===== src/rtl/feather_wl_pkg.sv =====
// -----------------------------------------------------------------------------
// feather_wl_pkg
//
// Purpose:
//    Shared definitions for the feather weight loader: the loader FSM state
//    encoding and a helper returning the number of weight words that make up
//    one full ping-pong bank across the whole PE chain.
//
// Contents:
//    wl_state_t      - loader FSM states (WL_IDLE, WL_LOAD, WL_FULL)
//    wl_total_words  - NUM_PE * WEIGHTS_DEPTH, words per complete bank load
// -----------------------------------------------------------------------------
package feather_wl_pkg;

   typedef enum logic [1:0] {
      WL_IDLE = 2'd0,
      WL_LOAD = 2'd1,
      WL_FULL = 2'd2
   } wl_state_t;

   // Total words streamed into the chain for one bank load.
   function automatic int wl_total_words(input int num_pe, input int depth);
      return num_pe * depth;
   endfunction

endpackage


===== src/rtl/feather_wl_addr_cntr.sv =====
// -----------------------------------------------------------------------------
// feather_wl_addr_cntr
//
// Purpose:
//    Nested address counter for the weight loader. word_cnt walks the words of
//    one PE bank and, when it wraps, pe_cnt advances to the next PE. last_word
//    flags the final word of the final PE so the loader knows the current
//    transfer completes the bank.
//
// Ports:
//    clk        in   clock
//    rst        in   synchronous active-high reset
//    clear      in   return both counters to zero (priority over incr)
//    incr       in   advance by one word
//    pe_cnt     out  PE index of the current word
//    word_cnt   out  word index within the current PE
//    last_word  out  current position is the last word of the last PE
// -----------------------------------------------------------------------------
module feather_wl_addr_cntr
   import feather_wl_pkg::*;
#(
   parameter int NUM_PE             = 4,
   parameter int WEIGHTS_DEPTH      = 4,
   parameter int LOG2_WEIGHTS_DEPTH = 2,
   parameter int PE_SEL_WIDTH       = 2
) (
   input  logic                          clk,
   input  logic                          rst,
   input  logic                          clear,
   input  logic                          incr,
   output logic [PE_SEL_WIDTH-1:0]       pe_cnt,
   output logic [LOG2_WEIGHTS_DEPTH-1:0] word_cnt,
   output logic                          last_word
);

   localparam int ADDR_WIDTH  = PE_SEL_WIDTH + LOG2_WEIGHTS_DEPTH;
   localparam int TOTAL_WORDS = wl_total_words(NUM_PE, WEIGHTS_DEPTH);

   localparam logic [LOG2_WEIGHTS_DEPTH-1:0] LAST_WORD_IDX =
      LOG2_WEIGHTS_DEPTH'(WEIGHTS_DEPTH - 1);
   localparam logic [ADDR_WIDTH-1:0] LAST_FLAT_ADDR =
      ADDR_WIDTH'(TOTAL_WORDS - 1);

   logic [ADDR_WIDTH-1:0] flat_addr;

   // Because WEIGHTS_DEPTH is a power of two, concatenating the PE and word
   // indices gives the flat word number pe*DEPTH+word, so the end of the
   // whole bank is a single compare against the total word count.
   assign flat_addr = {pe_cnt, word_cnt};
   assign last_word = (flat_addr == LAST_FLAT_ADDR);

   // Word counter wraps after each PE's bank; the PE counter steps on that
   // wrap and goes back to zero after the last PE so a finished load leaves
   // the counters ready for the next one.
   always_ff @(posedge clk) begin
      if (rst || clear) begin
         pe_cnt   <= '0;
         word_cnt <= '0;
      end else if (incr) begin
         if (word_cnt == LAST_WORD_IDX) begin
            word_cnt <= '0;
            if (last_word) begin
               pe_cnt <= '0;
            end else begin
               pe_cnt <= pe_cnt + 1'b1;
            end
         end else begin
            word_cnt <= word_cnt + 1'b1;
         end
      end
   end

endmodule


===== src/rtl/feather_weight_loader.sv =====
// -----------------------------------------------------------------------------
// feather_weight_loader
//
// Purpose:
//    Upstream feeder for a chain of feather PEs. Takes a valid/ready weight
//    stream from the weight buffer and serialises it onto the PE chain weight
//    bus, filling the idle ping-pong bank of every PE (PE 0 first, words 0 up
//    within each PE) while compute keeps reading the other bank. A swap
//    command at a tile boundary commits the freshly filled bank.
//
// Configuration:
//    FEATHER_WL_ABORT_EN - when defined, adds i_abort, which drops an
//                          in-progress load back to IDLE.
//
// Ports:
//    clk                      in   clock
//    rst                      in   synchronous active-high reset
//    i_start                  in   begin a bank load (IDLE only)
//    i_weights_to_use         in   last weight index for the tile being loaded
//    i_swap                   in   commit the loaded bank (FULL only)
//    i_abort                  in   abandon the current load (option only)
//    i_wt_data                in   source weight word
//    i_wt_valid               in   source word valid
//    o_wt_ready               out  loader accepts a word (high in LOAD)
//    o_weights                out  weight word to PE0
//    o_weights_valid          out  weight word valid to PE0
//    o_pe_sel                 out  destination PE id of o_weights
//    o_weights_ping_pong_sel  out  bank currently being written
//    o_weights_to_use         out  last weight index for the compute bank
//    o_busy                   out  high in LOAD
//    o_done                   out  one-cycle pulse with the final weight word
//    o_bank_full              out  high in FULL
// -----------------------------------------------------------------------------
module feather_weight_loader
   import feather_wl_pkg::*;
#(
   parameter int NUM_PE             = 4,
   parameter int WEIGHTS_DATA_WIDTH = 8,
   parameter int WEIGHTS_DEPTH      = 4,
   parameter int LOG2_WEIGHTS_DEPTH = 2,
   parameter int PE_SEL_WIDTH       = 2
) (
   input  logic                          clk,
   input  logic                          rst,
   input  logic                          i_start,
   input  logic [LOG2_WEIGHTS_DEPTH-1:0] i_weights_to_use,
   input  logic                          i_swap,
`ifdef FEATHER_WL_ABORT_EN
   input  logic                          i_abort,
`endif
   input  logic [WEIGHTS_DATA_WIDTH-1:0] i_wt_data,
   input  logic                          i_wt_valid,
   output logic                          o_wt_ready,
   output logic [WEIGHTS_DATA_WIDTH-1:0] o_weights,
   output logic                          o_weights_valid,
   output logic [PE_SEL_WIDTH-1:0]       o_pe_sel,
   output logic                          o_weights_ping_pong_sel,
   output logic [LOG2_WEIGHTS_DEPTH-1:0] o_weights_to_use,
   output logic                          o_busy,
   output logic                          o_done,
   output logic                          o_bank_full
);

   wl_state_t                       state;
   logic [LOG2_WEIGHTS_DEPTH-1:0]   r_pending_to_use;
   logic                            transfer;
   logic                            abort_req;
   logic                            cnt_clear;
   logic [PE_SEL_WIDTH-1:0]         pe_cnt;
   logic [LOG2_WEIGHTS_DEPTH-1:0]   word_cnt;
   logic                            last_word;

   // The abort request collapses to a constant zero when the option is not
   // built, leaving completion or reset as the only ways out of LOAD.
`ifdef FEATHER_WL_ABORT_EN
   assign abort_req = i_abort;
`else
   assign abort_req = 1'b0;
`endif

   // o_wt_ready is registered and is high exactly while in LOAD, so it can
   // qualify the handshake directly. Counters are held at zero whenever the
   // loader is idle and are also wiped by an abort so the next load starts
   // at PE 0, word 0.
   assign transfer  = i_wt_valid & o_wt_ready;
   assign cnt_clear = (state == WL_IDLE) | ((state == WL_LOAD) & abort_req);

   feather_wl_addr_cntr #(
      .NUM_PE             (NUM_PE),
      .WEIGHTS_DEPTH      (WEIGHTS_DEPTH),
      .LOG2_WEIGHTS_DEPTH (LOG2_WEIGHTS_DEPTH),
      .PE_SEL_WIDTH       (PE_SEL_WIDTH)
   ) u_addr_cntr (
      .clk       (clk),
      .rst       (rst),
      .clear     (cnt_clear),
      .incr      (transfer),
      .pe_cnt    (pe_cnt),
      .word_cnt  (word_cnt),
      .last_word (last_word)
   );

   // Loader FSM with all outputs registered alongside it. Every accepted word
   // is forwarded one cycle later tagged with its PE id; without a transfer
   // the data and PE id hold and only the valid drops. The ping-pong select
   // and compute-side to_use only move on an accepted swap, so the PEs keep
   // computing from the other bank for the whole load. word_cnt is not needed
   // here because the bank end is already folded into last_word.
   always_ff @(posedge clk) begin
      if (rst) begin
         state                   <= WL_IDLE;
         r_pending_to_use        <= '0;
         o_wt_ready              <= 1'b0;
         o_weights               <= '0;
         o_weights_valid         <= 1'b0;
         o_pe_sel                <= '0;
         o_weights_ping_pong_sel <= 1'b0;
         o_weights_to_use        <= '0;
         o_busy                  <= 1'b0;
         o_done                  <= 1'b0;
         o_bank_full             <= 1'b0;
      end else begin
         o_weights_valid <= transfer;
         o_done          <= 1'b0;
         if (transfer) begin
            o_weights <= i_wt_data;
            o_pe_sel  <= pe_cnt;
         end

         case (state)
            WL_IDLE: begin
               if (i_start) begin
                  state            <= WL_LOAD;
                  r_pending_to_use <= i_weights_to_use;
                  o_wt_ready       <= 1'b1;
                  o_busy           <= 1'b1;
               end
            end

            WL_LOAD: begin
               if (abort_req) begin
                  state      <= WL_IDLE;
                  o_wt_ready <= 1'b0;
                  o_busy     <= 1'b0;
               end else if (transfer && last_word) begin
                  state       <= WL_FULL;
                  o_wt_ready  <= 1'b0;
                  o_busy      <= 1'b0;
                  o_done      <= 1'b1;
                  o_bank_full <= 1'b1;
               end
            end

            WL_FULL: begin
               if (i_swap) begin
                  state                   <= WL_IDLE;
                  o_weights_ping_pong_sel <= ~o_weights_ping_pong_sel;
                  o_weights_to_use        <= r_pending_to_use;
                  o_bank_full             <= 1'b0;
               end
            end

            default: begin
               state       <= WL_IDLE;
               o_wt_ready  <= 1'b0;
               o_busy      <= 1'b0;
               o_bank_full <= 1'b0;
            end
         endcase
      end
   end

   logic unused_word_cnt;
   assign unused_word_cnt = ^word_cnt;

endmodule

===== config.mk =====
export PLATFORM = sky130hd
export DESIGN_NAME = feather_weight_loader
export DESIGN_NICKNAME = d
export VERILOG_FILES = /design/src/rtl/feather_wl_pkg.sv /design/src/rtl/feather_wl_addr_cntr.sv /design/src/rtl/feather_weight_loader.sv
export SDC_FILE = /design/constraint.sdc
export NUM_CORES = 1
export LEC_CHECK = 0
export ABC_AREA = 0
export ABC_CLOCK_PERIOD_IN_PS = 1400
export CAP_MARGIN = 20
export CORE_AREA = 2 2 50 52
export DETAILED_ROUTE_END_ITERATION = 6
export DIE_AREA = 0 0 52 54
export MAX_ROUTING_LAYER = met4
export PLACE_DENSITY = 0.71
export REMOVE_ABC_BUFFERS = 1
export SYNTH_ARGS = -nofsm -noshare
export SYNTH_HDL_FRONTEND = slang
export SYNTH_SLANG_ARGS = --single-unit

===== constraint.sdc =====
create_clock -name clk -period 1.4 [get_ports clk]
set_input_delay 0.21 -clock clk [delete_from_list [all_inputs] [get_ports clk]]
set_output_delay 0.21 -clock clk [all_outputs]
set_load 0.05 [all_outputs]

* Word-level counts from Yosys, hierarchy flattened
Cells that the tools add are included.
** Storage, ports and cells
- Register bits :: 25
- Latch bits :: 0
- RAM bits :: 0
- ROM bits :: 0
- Bits of input ports :: 15
- Output and inout port bits :: 18
- Word-level logic and storage cells :: 49
- Memories :: 0
** Operators by class
- $add $sub $neg :: 2
- Multiply operators :: 0
- Divide/modulo/power cells :: 0
- $lt $le $gt $ge :: 0
- Equal/unequal tests :: 7
- Shifts and indexed selects :: 0
- Multiplexer cells :: 13
- Bitwise operators :: 5
- Reductions and logical operators :: 10
** Operators by type and width (count)
- $mux W2 :: 5
- $reduce_and A3 Y1 :: 3
- $pmux W1 S3 :: 2
- $pmux W2 S3 :: 1
- $reduce_and A2 Y1 :: 3
- $mux W1 :: 5
- $add A2 B1 Y2 const B :: 2
- $eq A2 B2 Y1 const B :: 2
- $eq A4 B4 Y1 const B :: 1
- $ne A2 B2 Y1 const B :: 2
- $not A1 Y1 :: 4
- $eq A2 B1 Y1 const B :: 1
- $logic_not A2 Y1 :: 1
- $ne A2 B1 Y1 const B :: 1
- $reduce_or A2 Y1 :: 1
- $and A1 B1 Y1 :: 1
- $logic_and A1 B1 Y1 :: 1
- $logic_or A1 B1 Y1 :: 1

* Depth between registers and ports, before layout
Gate-level depths: netlist (run 1).
- Word-level depth :: 4
- Gate-level depth with buffers :: 4
- Mapped depth without buffers :: 4

* Cells and area by module
A second synthesis (run 1) with hierarchy kept.
** Second synthesis, totals
- Cell total of the unflattened synthesis :: 113
- Area total of the unflattened synthesis :: 1132.3 µm²
** By module, submodules not included
- feather_weight_loader :: instances 1, cells an instance 93, area an instance 910.9 µm², sequential area each 420.4 µm²
- feather_wl_addr_cntr :: instances 1, cells an instance 20, area an instance 221.5 µm², sequential area each 80.1 µm²

* Worst setup path after synthesis (run 1)
OpenSTA, ideal clock, no wires.
- Path kind :: register to register
- From :: register, netlist name o_busy
- To :: register u_addr_cntr.pe_cnt[0]
- Arrival :: 1338 ps
- Required time :: 1330 ps
- Path slack :: -7 ps
- Stages on the path, launching flop included :: 4
- Buffers on the path :: 0
- Clock period less this slack :: 1407 ps
- Cell sequence :: dfxtp_1 -> nand3_1 -> or3_1 -> a21oi_1
** RTL lines
- end signal: assignment :: line feather_wl_addr_cntr.sv:65 : pe_cnt <= pe_cnt + 1'b1;
- end: declaration :: line feather_wl_addr_cntr.sv:31 : output logic [PE_SEL_WIDTH-1:0] pe_cnt,

* Worst setup path in the final report (run 1)
- From :: register o_busy
- To :: output o_busy
** RTL lines
- start: declaration :: line feather_weight_loader.sv:59 : output logic o_busy,
- start signal: assignment :: line feather_weight_loader.sv:119 : o_busy <= 1'b0;
- start signal: assignment :: line feather_weight_loader.sv:136 : o_busy <= 1'b1;
- start signal: assignment :: line feather_weight_loader.sv:144 : o_busy <= 1'b0;
No word-level cell between the ends.

==> results of run 1 <==
per-stage QoR:
step	cells	instance area [um^2]	setup TNS [ns]	utilization (%)	hold slack (ns)
2_1_floorplan	103	911	-5.99	-	0.279
3_3_place_gp	173	1510	0	65.0	0.449
3_5_place_dp	173	1510	-0.0188	65.0	0.459
4_1_cts	177	1540	0	66.2	0.423
5_1_grt	177	1540	0	66.2	0.404
6_report	177	1540	0	66.2	0.429
state kept, by name, summed over array words and instances (netlist names):
signal,cells
o_bank_full,1
o_busy,1
o_done,1
o_pe_sel,2
o_weights,8
o_weights_ping_pong_sel,1
o_weights_to_use,2
o_weights_valid,1
r_pending_to_use,2
state,2
u_addr_cntr.pe_cnt,2
u_addr_cntr.word_cnt,2
placed cells by master, fill, tap and decap left out:
cell type                         instances
sky130_fd_sc_hd__o21bai_1                 1
sky130_fd_sc_hd__xor2_1                   1
sky130_fd_sc_hd__and2_1                   1
sky130_fd_sc_hd__buf_12                  18
sky130_fd_sc_hd__nand3b_1                 1
sky130_fd_sc_hd__nor2_1                  11
sky130_fd_sc_hd__or3_1                    2
sky130_fd_sc_hd__inv_1                    2
sky130_fd_sc_hd__clkinv_2                 1
sky130_fd_sc_hd__dfxtp_1                 25
sky130_fd_sc_hd__a21oi_1                 17
sky130_fd_sc_hd__buf_4                    8
sky130_fd_sc_hd__o21ai_0                  1
sky130_fd_sc_hd__clkdlybuf4s50_1         14
sky130_fd_sc_hd__nand2_1                 26
sky130_fd_sc_hd__clkbuf_4                 3
sky130_fd_sc_hd__ha_1                     2
sky130_fd_sc_hd__mux2i_1                  5
sky130_fd_sc_hd__nand2_2                  1
sky130_fd_sc_hd__nand3_1                  3
sky130_fd_sc_hd__nor3b_2                  1
sky130_fd_sc_hd__nor4_1                   2
sky130_fd_sc_hd__nand3_2                  1
path summary, 6_finish.rpt:
kind / start / end / slack, ns
worst max-delay path: o_busy / o_busy / 0.11
worst min-delay path: i_wt_data[2] / o_weights[2] / 0.43
worst max register to register: u_addr_cntr.word_cnt[0] / state[1] / 0.13
worst min register to register: u_addr_cntr.word_cnt[1] / u_addr_cntr.word_cnt[1] / 0.47
tightest hold or removal path: stages:
cell,delay [ns]
sky130_fd_sc_hd__clkdlybuf4s50_1,0.40
sky130_fd_sc_hd__nand2_1,0.06
sky130_fd_sc_hd__a21oi_1,0.05
metal layers:
layer | vias up | track usage (%) | part of all wire [%] | routed length [um]
met5 | - | - | 0 | 0
met4 | 0 | 7.46 | 0.40 | 8
met3 | 2 | 3.89 | 6.2 | 122
met2 | 28 | 31.2 | 51 | 1020
met1 | 374 | 18.5 | 42 | 835
li1 | 435 | - | - | -
power by group through the flow:
stage	logic, mW	registers [mW]	clock network, mW
5_1_grt	0.274	0.758	0.371
3_3_place_gp	0.255	0.769	0
4_1_cts	0.260	0.755	0.321
2_1_floorplan	0.0464	0.824	0
6_report	0.258	0.755	0.314
3_5_place_dp	0.259	0.771	0
cell type report:
| type | instances | area (um^2) | area share (%) |
|---|---|---|---|
| clock inverter | 1 | 5.00 | 0.326 |
| sequential | 25 | 500 | 32.6 |
| inverter | 2 | 7.51 | 0.489 |
| multi-input combinational | 76 | 403 | 26.2 |
| tap | 30 | 37.5 | 2.44 |
| timing repair buffer | 40 | 561 | 36.5 |
| clock buffer | 3 | 22.5 | 1.47 |
logic make-up after synthesis:
kind of cell | count (synthesis) | synth area share, %
DFF | 25 | 53.1
xor gates and xnor gates | 1 | 0.930
buffers and inverters | 8 | 4.12
and+or+nand+nor | 49 | 23.5
adders and majority gates | 2 | 2.66
muxes | 5 | 5.31
AOI/OAI and AO/OA | 19 | 10.4
==> out/metrics.csv, run 1 <==
stage,metric,value,unit
status,status,"complete, no violations",
cts,ctsHoldBuffers,0,
power,comb_power_share,19.4,%
yosys,synth_enable_flop_cells,0,
route,final_antenna_net_count,0,
power,seq_power_share,56.9,%
yosys,synth_area_leader_cell,sky130_fd_sc_hd__dfxtp_1,
critical_path,worstSetupPathType,flip-flop to primary output,
critical_path,worstPathArrival,1.08,ns
power,power.switching,0.353,mW
cts,number_of_buffers_added_for_setup_after_cts,0,
global_route,grt_max_degree,17,
critical_path,worstPathCellList,"buf_4, buf_12",
cts,insertion_delay,0.31,ns
finish,flow.area_growth_from_synthesis,63.1,%
hold_path,worstHoldPathType,input port to flip-flop,
yosys,synth_top_area_share,53.1,%
yosys,ys_top_cells_by_area,"sky130_fd_sc_hd__dfxtp_1 53%, sky130_fd_sc_hd__nand2_1 10%, sky130_fd_sc_hd__a21oi_1 9.0%, sky130_fd_sc_hd__mux2i_1 5.3%, sky130_fd_sc_hd__nor2_1 4.4%",
power,power_density,863,nW/um^2
sta,timing.fmax,778,MHz
power,p_sw_share,26.6,%
sta,slew_headroom,74.5,%
global_route,global_route.overflow_total,0,
critical_path,critical_path_depth,2,
yosys,syn-instance-count,109,
die,design.portCount,33,
finish,num-fill-cells,195,
critical_path,crit_path_top_delay_cell,sky130_fd_sc_hd__dfxtp_1,
power,worst_ir_drop_vdd,0.816,mV
die,die_w,52,um
placement,place_congestion,0.757,
yosys,ys_seq_elements,25,
global_route,antenna_found_initial,0,
cts,clkTransAtPathRegs,0.13,ns
finish,final_net_count,165,
yosys,synth_area,942,um^2
route,drtIter0Drc,10,
global_route,wire_length_of_the_first_global_routing_pass,3.55,mm
yosys,synthMostInstantiatedCell,sky130_fd_sc_hd__nand2_1,
route,route.detailed.drc,0,
yosys,synth_flop_cell,sky130_fd_sc_hd__dfxtp_1,
global_route,grtUsageTotal,17.4,%
cts,clock_sinks,25,
global_route,first_global_vias,852,
placement,portBuffers,32,
yosys,yosys-top-cells-count,"26 x sky130_fd_sc_hd__nand2_1, 25 x sky130_fd_sc_hd__dfxtp_1, 17 x sky130_fd_sc_hd__a21oi_1",
hold_path,hold_path_depth,3,
critical_path,cp-start-kind,flip-flop,
sta,period_minus_slack,1.29,ns
route,drt-total-wl,1.98,mm
cts,cts-buffers-inserted,3,
yosys,avgSynthCellArea,8.64,um^2
sta,finalSetupViolations,0,
critical_path,timing.critical_path.max_delay_family,flip-flops,
die,core,2320,um^2
critical_path,crit_fanout,5,
yosys,synth-async-reset-ratio,0,%
sta,rsz0062_at_grt,no,
cts,clock_tree_from_tritoncts,built,
cts,clk_root_buffer_cell,sky130_fd_sc_hd__clkbuf_4,
sta,finalCritPeriodShare,91.8,%
finish,drive_above_1_share,22.4,%
power,cell_internal_pwr,0.973,mW
cts,cts.repair.resized,0,
critical_path,cp_data_required_time,1.19,ns
die,die_y,54,um
run,drv_cap,0,
sta,worst_clock_skew,0.00343,ns
route,vias_per_cell,4.74,
placement,place.detailed.hpwl,1.57,mm
yosys,synth_cell_type_count,21,
critical_path,rr_worst_depth,4,
power,report.power.total,1.33,mW
placement,placement.setup.worst_slack,-0.0129,ns
route,detailedRoute.firstPassIterationCount,4,
sta,final-hold-violation-count,0,
power,power.leakage,0.601,nW
die,floorplan.initialDensity,40.6,%
cts,ctsLongestPathBuffers,2,
critical_path,cp_slowest_stage_delay,0.44,ns
power,share_clk_of_total_power,23.7,%
critical_path,end_kind,primary output,
sta,final.setup.worst_slack,0.115,ns
die,total_number_of_placement_rows,18,
finish,diodes,0,
die,floorplan_die_area,2810,um^2
sta,final-max-slew-violation-count,0,
sta,max_slew.worst_pin.slew,0.382,ns
critical_path,crit_buf_inv,2,
cts,htree_num_levels,1,
route,vias,839,
yosys,synth_warnings,0,
route,route.detailed.wl_per_inst,11.2,um
yosys,synth_sequential_area_ratio,53.1,%
(Power assumes the default switching activity.)
==> inputs of run 2 (changes only) <==
--- a/config.mk
+++ b/config.mk
@@ -13,6 +13,7 @@
 export DIE_AREA = 0 0 52 54
 export MAX_ROUTING_LAYER = met4
 export PLACE_DENSITY = 0.71
+export RECOVER_POWER = 25
 export REMOVE_ABC_BUFFERS = 1
 export SYNTH_ARGS = -nofsm -noshare
 export SYNTH_HDL_FRONTEND = slang
==> out/metrics.csv, run 2 (synthesis gave the netlist of run 1 again) <==
stage,metric,value,unit
finish,flow.area_growth_from_synthesis,56.3,%
route,vias,836,
sta,final.setup.worst_slack,0.110,ns
cts,insertion_delay,0.31,ns
power,comb_power_share,18.6,%
finish,drive_above_1_share,21.8,%
placement,dpl-instance-area,1510,um^2
cts,clock_tree_from_tritoncts,built,
power,seq_power_share,57.4,%
die,die_y,54,um
global_route,grtUsageTotal,17.4,%
sta,final-max-slew-violation-count,0,
cts,htree_num_levels,1,
placement,place.detailed.instances,173,
critical_path,critical_path.reg2reg.startpoint,u_addr_cntr.word_cnt[0],
finish,layout.cells.most_common_list,"26 x sky130_fd_sc_hd__nand2_1, 25 x sky130_fd_sc_hd__dfxtp_1, 17 x sky130_fd_sc_hd__a21oi_1",
sta,rsz0062_at_grt,no,
cts,cts.repair.resized,0,
global_route,first_global_vias,852,
sta,finalCritPeriodShare,92.1,%
critical_path,regToRegEndpoint,state[1],
hold_path,hold_path_end,o_weights[0],
route,vias_per_cell,4.72,
global_route,global_route.overflow_total,0,
critical_path,cp_data_required_time,1.19,ns
sta,final-hold-violation-count,0,
route,detailedRoute.firstPassIterationCount,4,
cts,clk_root_buffer_cell,sky130_fd_sc_hd__clkbuf_4,
sta,worst_clock_skew,0.00400,ns
cts,clkTransAtPathRegs,0.13,ns
cts,cts-buffers-inserted,3,
finish,registers.top_by_ff_count,o_weights,
global_route,antenna_found_initial,0,
die,total_number_of_placement_rows,18,
finish,num-fill-cells,205,
finish,design_area,1470,um^2
route,final_antenna_net_count,0,
die,core,2320,um^2
placement,place.detailed.hpwl,1.57,mm
critical_path,rr_worst_depth,4,
placement,place_congestion,0.757,
die,floorplan.initialDensity,40.6,%
route,drt-total-wl,2.01,mm
finish,largest_register_ffs,8,
placement,portBuffers,32,
die,floorplan_die_area,2810,um^2
critical_path,worstPathArrival,1.08,ns
critical_path,cp-start-kind,flip-flop,
die,design.portCount,33,
power,share_clk_of_total_power,24.0,%
route,route.detailed.wl_per_inst,11.3,um
route,drtIter0Drc,13,
global_route,wire_length_of_the_first_global_routing_pass,3.55,mm
run,drv_cap,0,
critical_path,worstSetupPathType,flip-flop to primary output,
cts,ctsLongestPathBuffers,2,
sta,worst_hold_slack,0.427,ns
critical_path,crit_fanout,5,
hold_path,worstHoldPathType,input port to flip-flop,
power,p_sw_share,26.9,%
sta,finalSetupViolations,0,
sta,max_slew.worst_pin.slew,0.383,ns
global_route,grt_max_degree,17,
hold_path,hold_path_depth,3,
power,power.switching,0.352,mW
finish,finalNonFillerCells,177,
hold_path,holdCritStartpoint,i_wt_data[0],
cts,ctsHoldBuffers,0,
sta,period_minus_slack,1.29,ns
placement,placement.setup.worst_slack,-0.0129,ns
die,die_w,52,um
cts,clock_sinks,25,
critical_path,end_kind,primary output,
finish,layout.cells.most_common,sky130_fd_sc_hd__nand2_1,
route,route.detailed.drc,0,
power,power.leakage,0.582,nW
status,status,"complete, no violations",
finish,final_net_count,165,
cts,number_of_buffers_added_for_setup_after_cts,0,
sta,timing.fmax,775,MHz
power,worst_ir_drop_vdd,0.815,mV
sta,slew_headroom,74.4,%
critical_path,worst-r2r-setup-slack,0.12,ns
power,power_density,891,nW/um^2
finish,diodes,0,
power,cell_internal_pwr,0.959,mW
-- run 2: changes by cell type in the layout (fill, tap and decap cells not counted), sizes merged --
| cell | before | now |
|---|---|---|
| clkbuf | 3 | 8 |
| buf | 26 | 21 |
-- run 2: layer usage --
layer | GRT usage, % | part of all wire (%) | vias to the layer above
li1 | - | - | 435
met1 | 18.5 | 43 | 371
met2 | 31.2 | 50 | 28
met3 | 3.89 | 6.3 | 2
met4 | 7.46 | 0.40 | 0
met5 | - | 0 | -
-- run 2: power groups by stage --
stage | sequential [mW] | combinational (mW) | clock, mW
6_report | 0.753 | 0.245 | 0.314
2_1_floorplan | 0.824 | 0.0464 | 0
4_1_cts | 0.755 | 0.260 | 0.321
3_5_place_dp | 0.771 | 0.259 | 0
3_3_place_gp | 0.769 | 0.255 | 0
5_1_grt | 0.756 | 0.261 | 0.371
-- run 2: worst max-delay path: stages, from the launching register on --
cell and delay (ns):
sky130_fd_sc_hd__dfxtp_1 0.44, sky130_fd_sc_hd__buf_4 0.19, sky130_fd_sc_hd__buf_12 0.14
-- run 2: stage by stage --
stage	total power, mW	TNS (ns)	utilization (%)
after floorplan	0.871	-5.99	-
after global placement	1.02	0	65.0
after detailed placement	1.03	-0.0188	65.0
after CTS	1.34	0	66.2
after global routing	1.39	0	63.5
final	1.31	0	63.5
-- run 2: layout make-up --
type / count / area [um^2] / share of cell area [%]
repair buffers: 40 / 497 / 33.7
clock buffers: 3 / 22.5 / 1.53
multi-input cells: 76 / 403 / 27.4
flip-flops and latches: 25 / 500 / 34.0
well taps: 30 / 37.5 / 2.55
clock inverters: 1 / 5.00 / 0.340
inverters: 2 / 7.51 / 0.510
-- run 2: worst max path at each step --
stage / start / endpoint / slack, ns / cells past startpoint
final: o_busy / o_busy / 0.11 / 2
after global routing: u_addr_cntr.pe_cnt[0] / o_bank_full / 0.002 / 4
after CTS: o_busy / o_wt_ready / 0.11 / 2
after detailed placement: i_wt_valid / state[1] / -0.01 / 4
after global placement: i_wt_valid / o_bank_full / 0.03 / 4
after floorplan: o_busy / u_addr_cntr.word_cnt[0] / -0.45 / 3
